==> config.mk <==
export PLATFORM = sky130hd
export DESIGN_NAME = m31_mod_reduce_pipe_flat
export DESIGN_NICKNAME = d
export VERILOG_FILES = /design/src/rtl/m31_mod_reduce_pipe_pkg.sv /design/src/rtl/m31_mod_reduce_pipe_if.sv /design/src/rtl/m31_mod_reduce_pipe_fold_lane.sv /design/src/rtl/m31_mod_reduce_pipe.sv /design/src/flat_wrapper.sv
export SDC_FILE = /design/constraint.sdc
export NUM_CORES = 1
export LEC_CHECK = 0
export CAP_MARGIN = 10
export CORE_MARGIN = 1
export CORE_UTILIZATION = 36
export DETAILED_ROUTE_END_ITERATION = 7
export HOLD_SLACK_MARGIN = 0.02
export PLACE_DENSITY_LB_ADDON = 0.05
export SKIP_LAST_GASP = 1
export SYNTH_ARGS = -nofsm -noshare
export SYNTH_HDL_FRONTEND = slang
export SYNTH_HIERARCHICAL = 1
export SYNTH_SLANG_ARGS = --single-unit
==> constraint.sdc <==
create_clock -name clk -period 5.3 [get_ports clk]
set_input_delay 0.53 -clock clk [delete_from_list [all_inputs] [get_ports clk]]
set_output_delay 0.53 -clock clk [all_outputs]
set_load 0.1 [all_outputs]
==> src/rtl/m31_mod_reduce_pipe_pkg.sv <==
// Shared M31 (p = 2^31-1) definitions for the modular-reduction pipeline.
// Provides the field width and modulus, the element type, and the single
// fold step x -> x[30:0] + (x >> 31) used by both pipeline stages.
package m31_pkg;

  localparam int              M31_W = 31;
  localparam logic [M31_W-1:0] M31_P = 31'h7FFF_FFFF;

  typedef logic [M31_W-1:0] m31_t;

  // One fold: since 2^31 == 1 (mod p), the high part can be added onto the
  // low 31 bits without changing the residue. The result fits in 32 bits for
  // any x < 2^62, which covers every legal input width.
  function automatic logic [31:0] m31_fold(input logic [63:0] x);
    return 32'(x[30:0]) + 32'(x >> 31);
  endfunction

endpackage

==> src/rtl/m31_mod_reduce_pipe_if.sv <==
// Stream interface of the M31 reducer: one valid/ready beat per cycle in each
// direction. Each beat carries LANES words plus a sideband tag.
//   in_valid/in_ready/in_data/in_tag     : upstream beat (LANES*DATA_WIDTH data)
//   out_valid/out_ready/out_data/out_tag : downstream beat (LANES*31 data)
// Modports: master = the producer/consumer environment, slave = the reducer.
interface m31_mod_reduce_pipe_if
  import m31_pkg::*;
#(
  parameter int DATA_WIDTH = 62,
  parameter int LANES      = 1,
  parameter int TAG_WIDTH  = 1
);

  logic                        in_valid;
  logic                        in_ready;
  logic [LANES*DATA_WIDTH-1:0] in_data;
  logic [TAG_WIDTH-1:0]        in_tag;

  logic                        out_valid;
  logic                        out_ready;
  logic [LANES*M31_W-1:0]      out_data;
  logic [TAG_WIDTH-1:0]        out_tag;

  modport master (
    output in_valid, in_data, in_tag, out_ready,
    input  in_ready, out_valid, out_data, out_tag
  );

  modport slave (
    input  in_valid, in_data, in_tag, out_ready,
    output in_ready, out_valid, out_data, out_tag
  );

endinterface

==> src/rtl/m31_mod_reduce_pipe_fold_lane.sv <==
// m31_fold_lane: combinational single-lane M31 fold.
//   x_i : unreduced word, IN_W bits (IN_W <= 62)
//   y_o : x_i[30:0] + (x_i >> 31), truncated to OUT_W bits
// OUT_W = 32 for the first stage; OUT_W = 31 for the second stage, where the
// input is already below 2^32-1 and the sum can never exceed p.
module m31_fold_lane
  import m31_pkg::*;
#(
  parameter int IN_W  = 62,
  parameter int OUT_W = 32
) (
  input  logic [IN_W-1:0]  x_i,
  output logic [OUT_W-1:0] y_o
);

  assign y_o = OUT_W'(m31_fold(64'(x_i)));

endmodule

==> src/rtl/m31_mod_reduce_pipe.sv <==
// m31_mod_reduce_pipe: two-stage elastic pipeline reducing LANES unreduced
// words per beat modulo p = 2^31-1.
//   clk   : rising-edge clock
//   rst_n : asynchronous active-low reset (release expected synchronous)
//   bus   : slave side of m31_mod_reduce_pipe_if (in_* beat in, out_* beat out)
// S1 registers x[30:0] + (x >> 31) (<= 2^32-2); S2 registers a second fold,
// giving a value in [0, p]. Latency 2, throughput 1 beat/cycle; in_ready is
// combinational from the stage occupancy (no skid buffer).
// Build option: define M31_CANONICAL_EN to map p -> 0 in S2, making the
// output canonical in [0, p-1] at the same latency.
module m31_mod_reduce_pipe
  import m31_pkg::*;
#(
  parameter int DATA_WIDTH = 62,
  parameter int LANES      = 1,
  parameter int TAG_WIDTH  = 1
) (
  input  logic                 clk,
  input  logic                 rst_n,
  m31_mod_reduce_pipe_if.slave bus
);

  if (DATA_WIDTH < 32 || DATA_WIDTH > 62) begin : g_bad_width
    $error("m31_mod_reduce_pipe: DATA_WIDTH must be in 32..62");
  end

  logic                         s1_valid_q, s1_valid_d;
  logic                         s2_valid_q, s2_valid_d;
  logic                         s1_en, s2_en, in_fire;
  logic [LANES-1:0][31:0]       s1_fold, s1_data_q;
  logic [LANES-1:0][M31_W-1:0]  s2_fold, s2_data_d, s2_data_q;
  logic [TAG_WIDTH-1:0]         s1_tag_q, s2_tag_q;

  // A stage may load when its register is empty or is being emptied this cycle.
  assign s2_en   = !s2_valid_q || bus.out_ready;
  assign s1_en   = !s1_valid_q || s2_en;
  assign in_fire = bus.in_valid && s1_en;

  assign bus.in_ready  = s1_en;
  assign bus.out_valid = s2_valid_q;
  assign bus.out_data  = s2_data_q;
  assign bus.out_tag   = s2_tag_q;

  for (genvar i = 0; i < LANES; i++) begin : g_lane
    m31_fold_lane #(.IN_W(DATA_WIDTH), .OUT_W(32)) u_s1_fold (
      .x_i (bus.in_data[i*DATA_WIDTH +: DATA_WIDTH]),
      .y_o (s1_fold[i])
    );

    m31_fold_lane #(.IN_W(32), .OUT_W(M31_W)) u_s2_fold (
      .x_i (s1_data_q[i]),
      .y_o (s2_fold[i])
    );

`ifdef M31_CANONICAL_EN
    // p is the only non-canonical value the second fold can produce.
    assign s2_data_d[i] = (s2_fold[i] == M31_P) ? '0 : s2_fold[i];
`else
    assign s2_data_d[i] = s2_fold[i];
`endif
  end

  always_comb begin
    // NOTE: every output gets a default first so no path leaves it unassigned (no latch).
    s1_valid_d = s1_valid_q;
    s2_valid_d = s2_valid_q;
    if (s1_en) s1_valid_d = bus.in_valid;
    if (s2_en) s2_valid_d = s1_valid_q;
  end

  // NOTE: sequential state uses non-blocking assignments so all registers update together.
  always_ff @(posedge clk or negedge rst_n) begin
    if (!rst_n) begin
      s1_valid_q <= 1'b0;
      s2_valid_q <= 1'b0;
      // NOTE: data/tag registers are reset too, because out_data/out_tag must read 0 after reset.
      s1_data_q  <= '0;
      s1_tag_q   <= '0;
      s2_data_q  <= '0;
      s2_tag_q   <= '0;
    end else begin
      s1_valid_q <= s1_valid_d;
      s2_valid_q <= s2_valid_d;
      // Payload only moves with a real beat, so idle in_data never disturbs the pipe.
      if (in_fire) begin
        s1_data_q <= s1_fold;
        s1_tag_q  <= bus.in_tag;
      end
      if (s2_en && s1_valid_q) begin
        s2_data_q <= s2_data_d;
        s2_tag_q  <= s1_tag_q;
      end
    end
  end

endmodule
==> src/flat_wrapper.sv <==
// flat-port wrapper written by rule: the top's interface ports become plain ports
module m31_mod_reduce_pipe_flat import m31_pkg::*;
#(
  parameter int DATA_WIDTH = 62,
  parameter int LANES      = 1,
  parameter int TAG_WIDTH  = 1
)
  (clk, rst_n, bus_in_valid, bus_in_data, bus_in_tag, bus_out_ready, bus_in_ready, bus_out_valid, bus_out_data, bus_out_tag);
  m31_mod_reduce_pipe_if #(.DATA_WIDTH(DATA_WIDTH), .LANES(LANES), .TAG_WIDTH(TAG_WIDTH)) bus_i ();
  input  logic clk;
  input  logic rst_n;
  input wire logic [$bits(bus_i.in_valid)-1:0] bus_in_valid;
  input wire logic [$bits(bus_i.in_data)-1:0] bus_in_data;
  input wire logic [$bits(bus_i.in_tag)-1:0] bus_in_tag;
  input wire logic [$bits(bus_i.out_ready)-1:0] bus_out_ready;
  output wire logic [$bits(bus_i.in_ready)-1:0] bus_in_ready;
  output wire logic [$bits(bus_i.out_valid)-1:0] bus_out_valid;
  output wire logic [$bits(bus_i.out_data)-1:0] bus_out_data;
  output wire logic [$bits(bus_i.out_tag)-1:0] bus_out_tag;
  assign bus_i.in_valid = bus_in_valid;
  assign bus_i.in_data = bus_in_data;
  assign bus_i.in_tag = bus_in_tag;
  assign bus_i.out_ready = bus_out_ready;
  assign bus_in_ready = bus_i.in_ready;
  assign bus_out_valid = bus_i.out_valid;
  assign bus_out_data = bus_i.out_data;
  assign bus_out_tag = bus_i.out_tag;
  m31_mod_reduce_pipe #(.DATA_WIDTH(DATA_WIDTH), .LANES(LANES), .TAG_WIDTH(TAG_WIDTH)) u_core (.clk(clk), .rst_n(rst_n), .bus(bus_i));
endmodule
Word level (Yosys, flattened, before mapping)
Index checks and enable logic that the tools add are counted.

storage, ports and cells
  bits of input ports = 67
  output and inout bits = 34
  register bits after elaboration = 67

cells by class
  reduce and logical (&&, ||, !) cells = 6
  $add $sub $neg = 2

operator list
  operator                                   number
  31-bit by 31-bit adder with 32-bit output  1
  31-bit by 1-bit adder with 31-bit output   1
  1-bit logical AND                          2
  1-bit logical NOT                          2
  1-bit logical OR                           2

Longest topological paths before layout
Gate-level depths: netlist of run 1.

  word-level depth = 4
  mapped depth = 10
  mapped depth without buffers = 10

By module
Netlist of run 1, hierarchy kept.

by module, submodules not included
  module                                      times used  cells an instance  seq. area each (um2)  area each (um2)
  m31_mod_reduce_pipe                         1           144                1,676.6               2,671.3
  m31_fold_lane (u_core.g_lane[0].u_s1_fold)  1           235                0.0                   1,731.7
  m31_fold_lane (u_core.g_lane[0].u_s2_fold)  1           80                 0.0                   593.1

Worst setup path before layout of run 1
No wires, ideal clock.

  path kind = input -> register
  from = input bus_in_data[0]
  to = register u_core/s1_data_q[26] in the netlist's numbering
  arrival = 2.551 ns
  setup slack = 2.624 ns
  library setup time = 0.125 ns
  data required time = 5.175 ns
  buffers on the path = 0
  stages on the path = 10
  cells stage by stage = ha_1 -> fa_1 -> a21o_1 -> a211oi_2 -> nor2_1 -> a31oi_4 -> o21ai_2 -> a31oi_1 -> xnor2_1 -> mux2_4

RTL lines
  what                  line                       text
  start, declared       flat_wrapper.sv:13         input wire logic [$bits(bus_i.in_data)-1:0] bus_in_data;
  end signal, assigned  m31_mod_reduce_pipe.sv:86  s1_data_q <= s1_fold;
  end, declared         m31_mod_reduce_pipe.sv:30  logic [LANES-1:0][31:0] s1_fold, s1_data_q;

==> results.md, run 1 <==
Timing:
- Setup violations remaining at the end of the flow were counted as 0.
- The final critical delay including setup and external delays is 2.985 ns.
- The clock tree skew after final layout is 0.005189 ns.
- The number of endpoints with negative hold slack in the final report came to 0.
- The slew at the pin closest to its max-slew limit is 0.9845 ns.
- Setup repair after global routing left no endpoint under its margin.
- The final total negative setup slack is 0 ns.
- The worst slew margin relative to its limit is 0.3416.
- In the finished design, the share of the clock period the worst path needs comes to 0.5631.
- The number of slew-limit violations in the final report is 0.
- The upper clock frequency limit is 335.0 MHz.

Clocking:
- Buffers inserted to repair hold after CTS numbered 0.
- The clock network latency to the later pin of the worst-skew pair is 0.32 ns.
- After clock tree synthesis, the setup repair step added 0 buffers.
- The clock slew seen by the registers of the worst setup and hold paths is 0.05 ns.
- TritonCTS built the clock tree.
- The CTS H-tree depth is 3.
- The total of cells resized after clock tree synthesis is 0.
- The clock tree root buffer cell is clkbuf_16.
- The buffer depth of the longest clock path is 2.
- Counting the buffers created by CTS gives 9.
- The number of sinks driven by the clock tree is 67.

Logic synthesis:
- The largest area contributor in the netlist is dfrtp_1.
- After synthesis, the most frequently instantiated cells are dfrtp_1 (67), xnor2_1 (40), mux2_2 (35), ha_1 (33), mux2_4 (30).
- Sorting the synthesized cells by area gives the leading types as dfrtp_1 (34%), mux2_4 (9.0%), ha_1 (8.3%).
- The yosys synthesis warning count is 6.
- The post-synthesis average cell area is 10.88 um2.
- The part of the Yosys area used for sequential elements is 0.3356.
- Counting flops with an async set or reset pin after synthesis yields a share of 1.000.
- The most common cell in the synthesized netlist is dfrtp_1.
- Counting every instance in the synthesized netlist gives 459.
- The cell area after technology mapping is 4996 um2.
- The share of synthesized area in the top cell type comes to 0.3356.
- The synthesized design contains 67 register bits.
- The most common flop cell mapped by yosys is dfrtp_1.
- Yosys mapped a number of flops with a built-in enable equal to 0.
- Counting every net in the synthesized netlist gives 560.
- The netlist uses 67 different library cells.

Placed design:
- The congestion estimate from routability-driven global placement came to 0.8146.
- Summing all placed instances gives a cell area of 6077 um2.
- Port buffering added 100 buffers.
- The estimated wirelength of the detail-placed design is 8456 um.

Finish:
- The final cell utilization of the core is 0.4780.
- The post-route cell area is 6405 um2.
- Of the cells placed in the final design, the portion with a size suffix greater than 1 is 0.1943.
- The number of nets in the finished design is 657.
- The number of antenna repair diodes is 0.
- Compared with the post-synthesis result, the final layout area differs by 28.20%.

Die:
- The starting utilization of the core area is 0.3728.
- The floorplan step defined a core boundary enclosing 13400 um2.
- The die outline area is 14350 um2.
- Measured along the y axis, the die boundary spans 119.8 um.
- The horizontal extent of the die is 119.8 um.
- The count of boundary I/O pins is 101.
- The count of standard-cell rows is 42.

Pwr:
- For this design the static power due to leakage is 2.708 nW.
- The worst ir drop on vdd is 0.0001925 V.
- The total power divided by cell area is 496.0 nW/um2.

Global routing:
- In the global route stage, overall resource usage came out at 0.1559.
- The number of global-route vias before repair was 3571.
- The wire length of the first global-routing pass is 17830 um.
- The remaining global-route overflow is 0.
- Entering global routing, the biggest net connects 68 pins.
- The initial antenna violation count is 0.

Routing:
- The starting DRC count in detailed routing is 128.
- For this run, design rule violations remaining after detail routing come to 0.
- In the final routed layout, each cell accounts on average for 14.29 um.
- The number of antenna-violating nets in the routed design is 0.
- After detailed routing, the number of vias per cell comes to 4.954.
- The detailed-route via count is 3651.
- The iteration count of the initial detailed-routing pass is 5.
- The final wirelength is 10530 um.

Worst setup path:
- The kind of launch point of the worst setup path is an input port.
- In this run the worst path has a maximum fanout of 4.
- The worst setup path is captured at a flop.
- The arrival time at the worst endpoint is 3.19 ns.
- The critical path is of the input port to flop type.
- Counting cells, the worst reg-to-reg path comes to 7.
- Data on the critical path is required at its endpoint by 5.51 ns.

Outcome:
- The run finished with clean final reports.

Run:
- Max-cap violations in this run came to 0.

Min path:
- The class of the most critical hold timing path is input port to async pin.
## cells in the final DEF, fill, tap and decap left out, drive strengths merged, types with 4 or more instances in the layout
master	synthesis	final
clkdlybuf4s50	0	99
dfrtp	67	67
mux2	65	65
xnor2	40	40
ha	33	33
a21oi	31	31
nand2	27	27
nand3	23	23
nor2	18	18
nand4	15	15
xor2	14	14
a21o	13	13
o21ai	13	13
clkbuf	1	11
inv	10	10
a211oi	6	6
and3	5	5
nor2b	5	5
a31oi	5	5
o21a	5	5
nor3	5	5
o31ai	4	4
and2	4	4
nor4	4	4
## cell families (layout without fill, tap and decap cells)
logic type                 after synthesis  in the layout  share of synthesized area
adders and majority gates               34             34                    0.08665
AOI/OAI and AO/OA                       94             94                     0.1312
xor gates and xnor gates                54             54                    0.09467
DFF                                     67             67                     0.3356
buffers and inverters                   25            127                    0.03606
and+or+nand+nor                        119            119                     0.1448
muxes                                   66             66                     0.1710
## report_power, final
group	internal, mW	switching (mW)	total (mW)
Clock	0.434	0.201	0.635
Combinational	0.561	1.12	1.68
Sequential	0.696	0.165	0.860
Total	1.69	1.49	3.18
## metrics by stage
step / std cells / total power, mW / setup slack (ns) / hold WS (ns)
final: 737 / 3.177 / 2.315 / 0.3740
after global routing: 737 / 3.331 / 2.205 / 0.4867
after CTS: 737 / 3.204 / 2.296 / 0.4311
after detailed placement: 721 / 2.559 / 1.950 / 0.4937
after global placement: 721 / 2.540 / 2.015 / 0.4812
after floorplan: 459 / 2.150 / 2.624 / 0.2344
## registers in the layout (all words and copies together) (netlist names)
name / count
u_core/bus.out_tag: 1
u_core/s1_valid_q: 1
u_core/bus.out_data: 31
u_core/s1_tag_q: 1
u_core/s1_data_q: 32
u_core/bus.out_valid: 1
## critical path, stage by stage
cell and delay [ns]:
clkdlybuf4s50_1 0.41, ha_1 0.22, fa_1 0.40, a21o_1 0.23, a211oi_2 0.27, nor2_1 0.15
a31oi_4 0.28, o21ai_2 0.13, a31oi_1 0.22, xnor2_1 0.08, mux2_4 0.26
## cell type report
cell class	count	area (um2)
repair buffers	101	1003
clock inverters	5	75.07
clock buffers	11	252.7
fillers	1285	6995
well taps	176	220.2
multi-input cells	367	3139
flip-flops and latches	67	1677
inverters	10	37.54
## routing by layer
metal  GRT usage  part of all wire  up-vias
li1            -                 -     1888
met3     0.02139             0.040        4
met5           0                 0        -
met4     0.05625            0.0066        0
met1      0.2457              0.56     1672
met2      0.2121              0.39       87
## path summary, 6_finish.rpt
check,startpoint,endpoint,slack (ns)
setup / recovery,bus_in_data[0],u_core/s1_data_q[26]$_DFFE_PN0P_,2.32
min in group clk,u_core/bus.out_tag$_DFFE_PN0P_,u_core/bus.out_tag$_DFFE_PN0P_,0.50
hold / removal,rst_n,u_core/bus.out_data[0]$_DFFE_PN0P_,0.37
hold reg to reg,u_core/bus.out_tag$_DFFE_PN0P_,u_core/bus.out_tag$_DFFE_PN0P_,0.50
max in group asynchronous,rst_n,u_core/s1_data_q[11]$_DFFE_PN0P_,4.34
setup reg to reg,u_core/s1_data_q[31]$_DFFE_PN0P_,u_core/bus.out_data[30]$_DFFE_PN0P_,3.07
Power figures use the tool's default switching activity.
==> run 2: changes to the inputs <==
clock period = 3.1 ns   (was 5.3 ns; I/O delays follow)
==> run 2 against run 1 <==
Count of clock-buffer cells in the layout rose by 2. Critical path depth did not move. Largest power group unchanged. Routed wire length barely moved. Sequential cell count did not move. Register-to-register slack got worse by 2.2 ns. Sequential share of layout area rose by 0.28 points. Combinational power rose by 68%. Sequential power rose by 72%. Total power rose by 65%. Final cell count rose by 0.68%.
==> results.md, run 2 (same netlist as run 1, synthesis figures left out) <==
Clocking:
- The clock tree root buffer cell is clkbuf_16.
- Once the clock tree was built, the setup fixing pass inserted 0 buffers.
- The number of buffers inserted during clock tree synthesis is 9.
- Clock-pin slew was measured on the worst setup and hold paths at 0.05 ns.
- In this run the deepest clock path goes through 2 buffers.
- The CTS tree is yes.
- The clock drives 67 sinks.
- After clock tree synthesis, the repair step resized 0 gates.
- The H-tree generated during clock tree synthesis spans 3 levels.
- The clock network latency to the later pin of the worst-skew pair is 0.33 ns.
- After clock tree synthesis, the flow added hold-fix buffers numbering 0.

Routing:
- The final layout contains routed wiring with a total length of 10540 um.
- The starting DRC count in detailed routing is 155.
- The iteration count of the initial detailed-routing pass is 4.
- The number of antenna-violating nets in the routed design is 0.
- The detailed-route via count is 3730.
- After detailed routing, the number of vias per cell comes to 5.027.
- After detailed routing, the average wire length per cell comes to 14.20 um.
- In the routed design, unresolved DRC markers number 0.

Worst setup path:
- The arrival time at the worst endpoint is 2.93 ns.
- The delay of the slowest cell on the worst path is 0.41 ns.
- The startpoint identified for the worst register-to-register timing path is u_core/s1_data_q[31]$_DFFE_PN0P_.
- The maximum fanout along the worst path is 3.
- The worst setup path is of the input port to flop kind.
- The critical path data required time is 3.31 ns.
- Walking the worst path, the cells encountered are clkdlybuf4s50_1 > ha_1 > fa_1 > a21o_1 > a211oi_2 > o311a_1 > nor4_2 > a41o_2 > nand4b_1 > o211ai_1 > mux2_4.
- The endpoint identified for the worst register-to-register timing path is u_core/bus.out_data[28]$_DFFE_PN0P_.
- The kind of launch point of the worst setup path is an input port.
- The slowest stage of the critical path belongs to the cell clkdlybuf4s50_1.
- The depth of the most critical reg-to-reg path is 7.
- STA classifies the critical path endpoint as a flop.
- The setup check on the worst reg-to-reg path leaves a slack of 0.88 ns.

Global routing:
- The total global-route track usage is 0.1599.
- The initial antenna violation count is 0.
- The number of global-route vias before repair is 3704.
- Entering global routing, the biggest net connects 68 pins.
- The first global-routing pass estimated 18310 um of wire.
- Global routing finished with a remaining overflow of 0.

Die:
- In this run the vertical extent of the chip is 119.8 um.
- The die outline area is 14350 um2.
- The initial utilization of the core area, before any placement, comes to 0.3728.
- After floorplanning, the core was divided into 42 placement rows.
- 101 I/O pins were placed.
- The core region is 13400 um2.
- The die is 119.8 um wide.

Placed design:
- The number of port buffers is 100.
- The number of placed instances, taps included is 727.
- Routability-driven placement finished with a final weighted congestion of 0.8070.
- After detailed placement, the total cell area comes to 6057 um2.
- The estimated wirelength of the detail-placed design is 8503 um.

Timing:
- Dividing the final minimum period by the clock period gives 0.8763.
- At the pin with the least slew margin, the transition time is 0.9674 ns.
- Setup repair after global routing left no endpoint under its margin.
- Setup violations remaining at the end of the flow were counted as 0.
- Static timing analysis puts the maximum clock frequency at 368.1 MHz.
- In this run the tightest slew margin relative to its limit is 0.3531.
- The number of endpoints with negative hold slack in the final report is 0.
- The number of slew-limit violations in the final report came to 0.
- The final critical delay including setup and external delays is 2.717 ns.
- The clock arrives with 0.005530 ns of skew.
- Summed over all failing endpoints, the final setup total negative slack is 0 ns.
- The worst hold margin is 0.1457 ns.

Min path:
- The tightest min-delay check is of the input port to async pin type.

Finish:
- Compared with the post-synthesis result, the final layout area differs by 26.85%.
- The top cell types in the final layout, fill and taps aside, are clkdlybuf4s50_1 (73), dfrtp_1 (67), xnor2_1 (40), mux2_2 (35).
- The fill cell total of the finished layout is 1302.
- The finished layout holds 742 standard cells, fillers aside.
- The number of nets in the finished design is 663.
- The fraction of final layout cells with drive strength greater than 1 is 0.2456.
- The post-route cell area is 6337 um2.
- The library cell used most frequently in the layout, excluding fill and tap cells, is clkdlybuf4s50_1.
- The register with the most flip-flops in the final layout is u_core/s1_data_q.
- The register with the most flip-flops in the layout has 32 of them.
- The number of antenna repair diodes is 0.

Outcome:
- The flow ran to the end, and the final reports show no timing, DRC or antenna violations.

Pwr:
- The leakage power summed over all cells is 2.735 nW.
- The total chip power is 5.236 mW.
- The total power divided by cell area is 826.2 nW/um2.
- The worst ir drop on vdd is 0.0003352 V.

Run:
- The number of max-cap violations is 0.
[run 2: changes by cell type in the layout (fill, tap and decap cells not counted), sizes merged]
cell	previous run	this run
buf	2	34
clkdlybuf4s50	99	73
bufinv	2	0
clkbuf	11	13
clkinv	3	2
[run 2: cell type report]
cell class | count | area [um2] | share of cell area
repair buffers | 107 | 983.4 | 0.1552
clock buffers | 13 | 270.3 | 0.04265
well taps | 176 | 220.2 | 0.03475
clock inverters | 2 | 10.01 | 0.001579
multi-input cells | 367 | 3139 | 0.4954
flip-flops and latches | 67 | 1677 | 0.2646
inverters | 10 | 37.54 | 0.005923
[run 2: worst max path at each step]
stage / from / endpoint / slack, ns / cells past startpoint
floorplan: bus_in_data[0] / u_core/s1_data_q[26]$_DFFE_PN0P_ / 0.64 / 10
global placement: bus_in_data[0] / u_core/s1_data_q[28]$_DFFE_PN0P_ / 0.06 / 11
detailed placement: bus_in_data[0] / u_core/s1_data_q[26]$_DFFE_PN0P_ / 0.03 / 11
CTS: bus_in_data[0] / u_core/s1_data_q[26]$_DFFE_PN0P_ / 0.37 / 11
global route: bus_in_data[0] / u_core/s1_data_q[26]$_DFFE_PN0P_ / 0.20 / 11
finish: bus_in_data[0] / u_core/s1_data_q[28]$_DFFE_PN0P_ / 0.38 / 11
[run 2: power by group]
part	switching, mW	internal, mW
sequential	0.288	1.19
clock	0.331	0.598
combinational	1.91	0.916
[run 2: worst max-delay path, delay by kind of cell]
| kind | cells | cell delay (ns) |
|---|---|---|
| AO/OA/AOI/OAI | 5 | 1.13 |
| adder cells (fa/ha/maj) | 2 | 0.62 |
| buffers and inverters | 1 | 0.41 |
| multiplexers | 1 | 0.29 |
| AND/OR/NAND/NOR | 2 | 0.17 |
[run 2: metal layers]
| metal | up-vias | part of all wire | GRT usage |
|---|---|---|---|
| met5 | - | 0 | 0 |
| met4 | 0 | 0.019 | 0.06328 |
| met3 | 11 | 0.051 | 0.03184 |
| met2 | 110 | 0.39 | 0.2189 |
| met1 | 1708 | 0.54 | 0.2421 |
| li1 | 1901 | - | - |
[run 2: through the flow]
stage                     setup slack [ns]  utilization
after floorplan                     0.6436            -
after global placement             0.06361       0.4520
after detailed placement           0.02866       0.4520
after CTS                           0.3717       0.4729
after global routing                0.1993       0.4729
final                               0.3834       0.4729
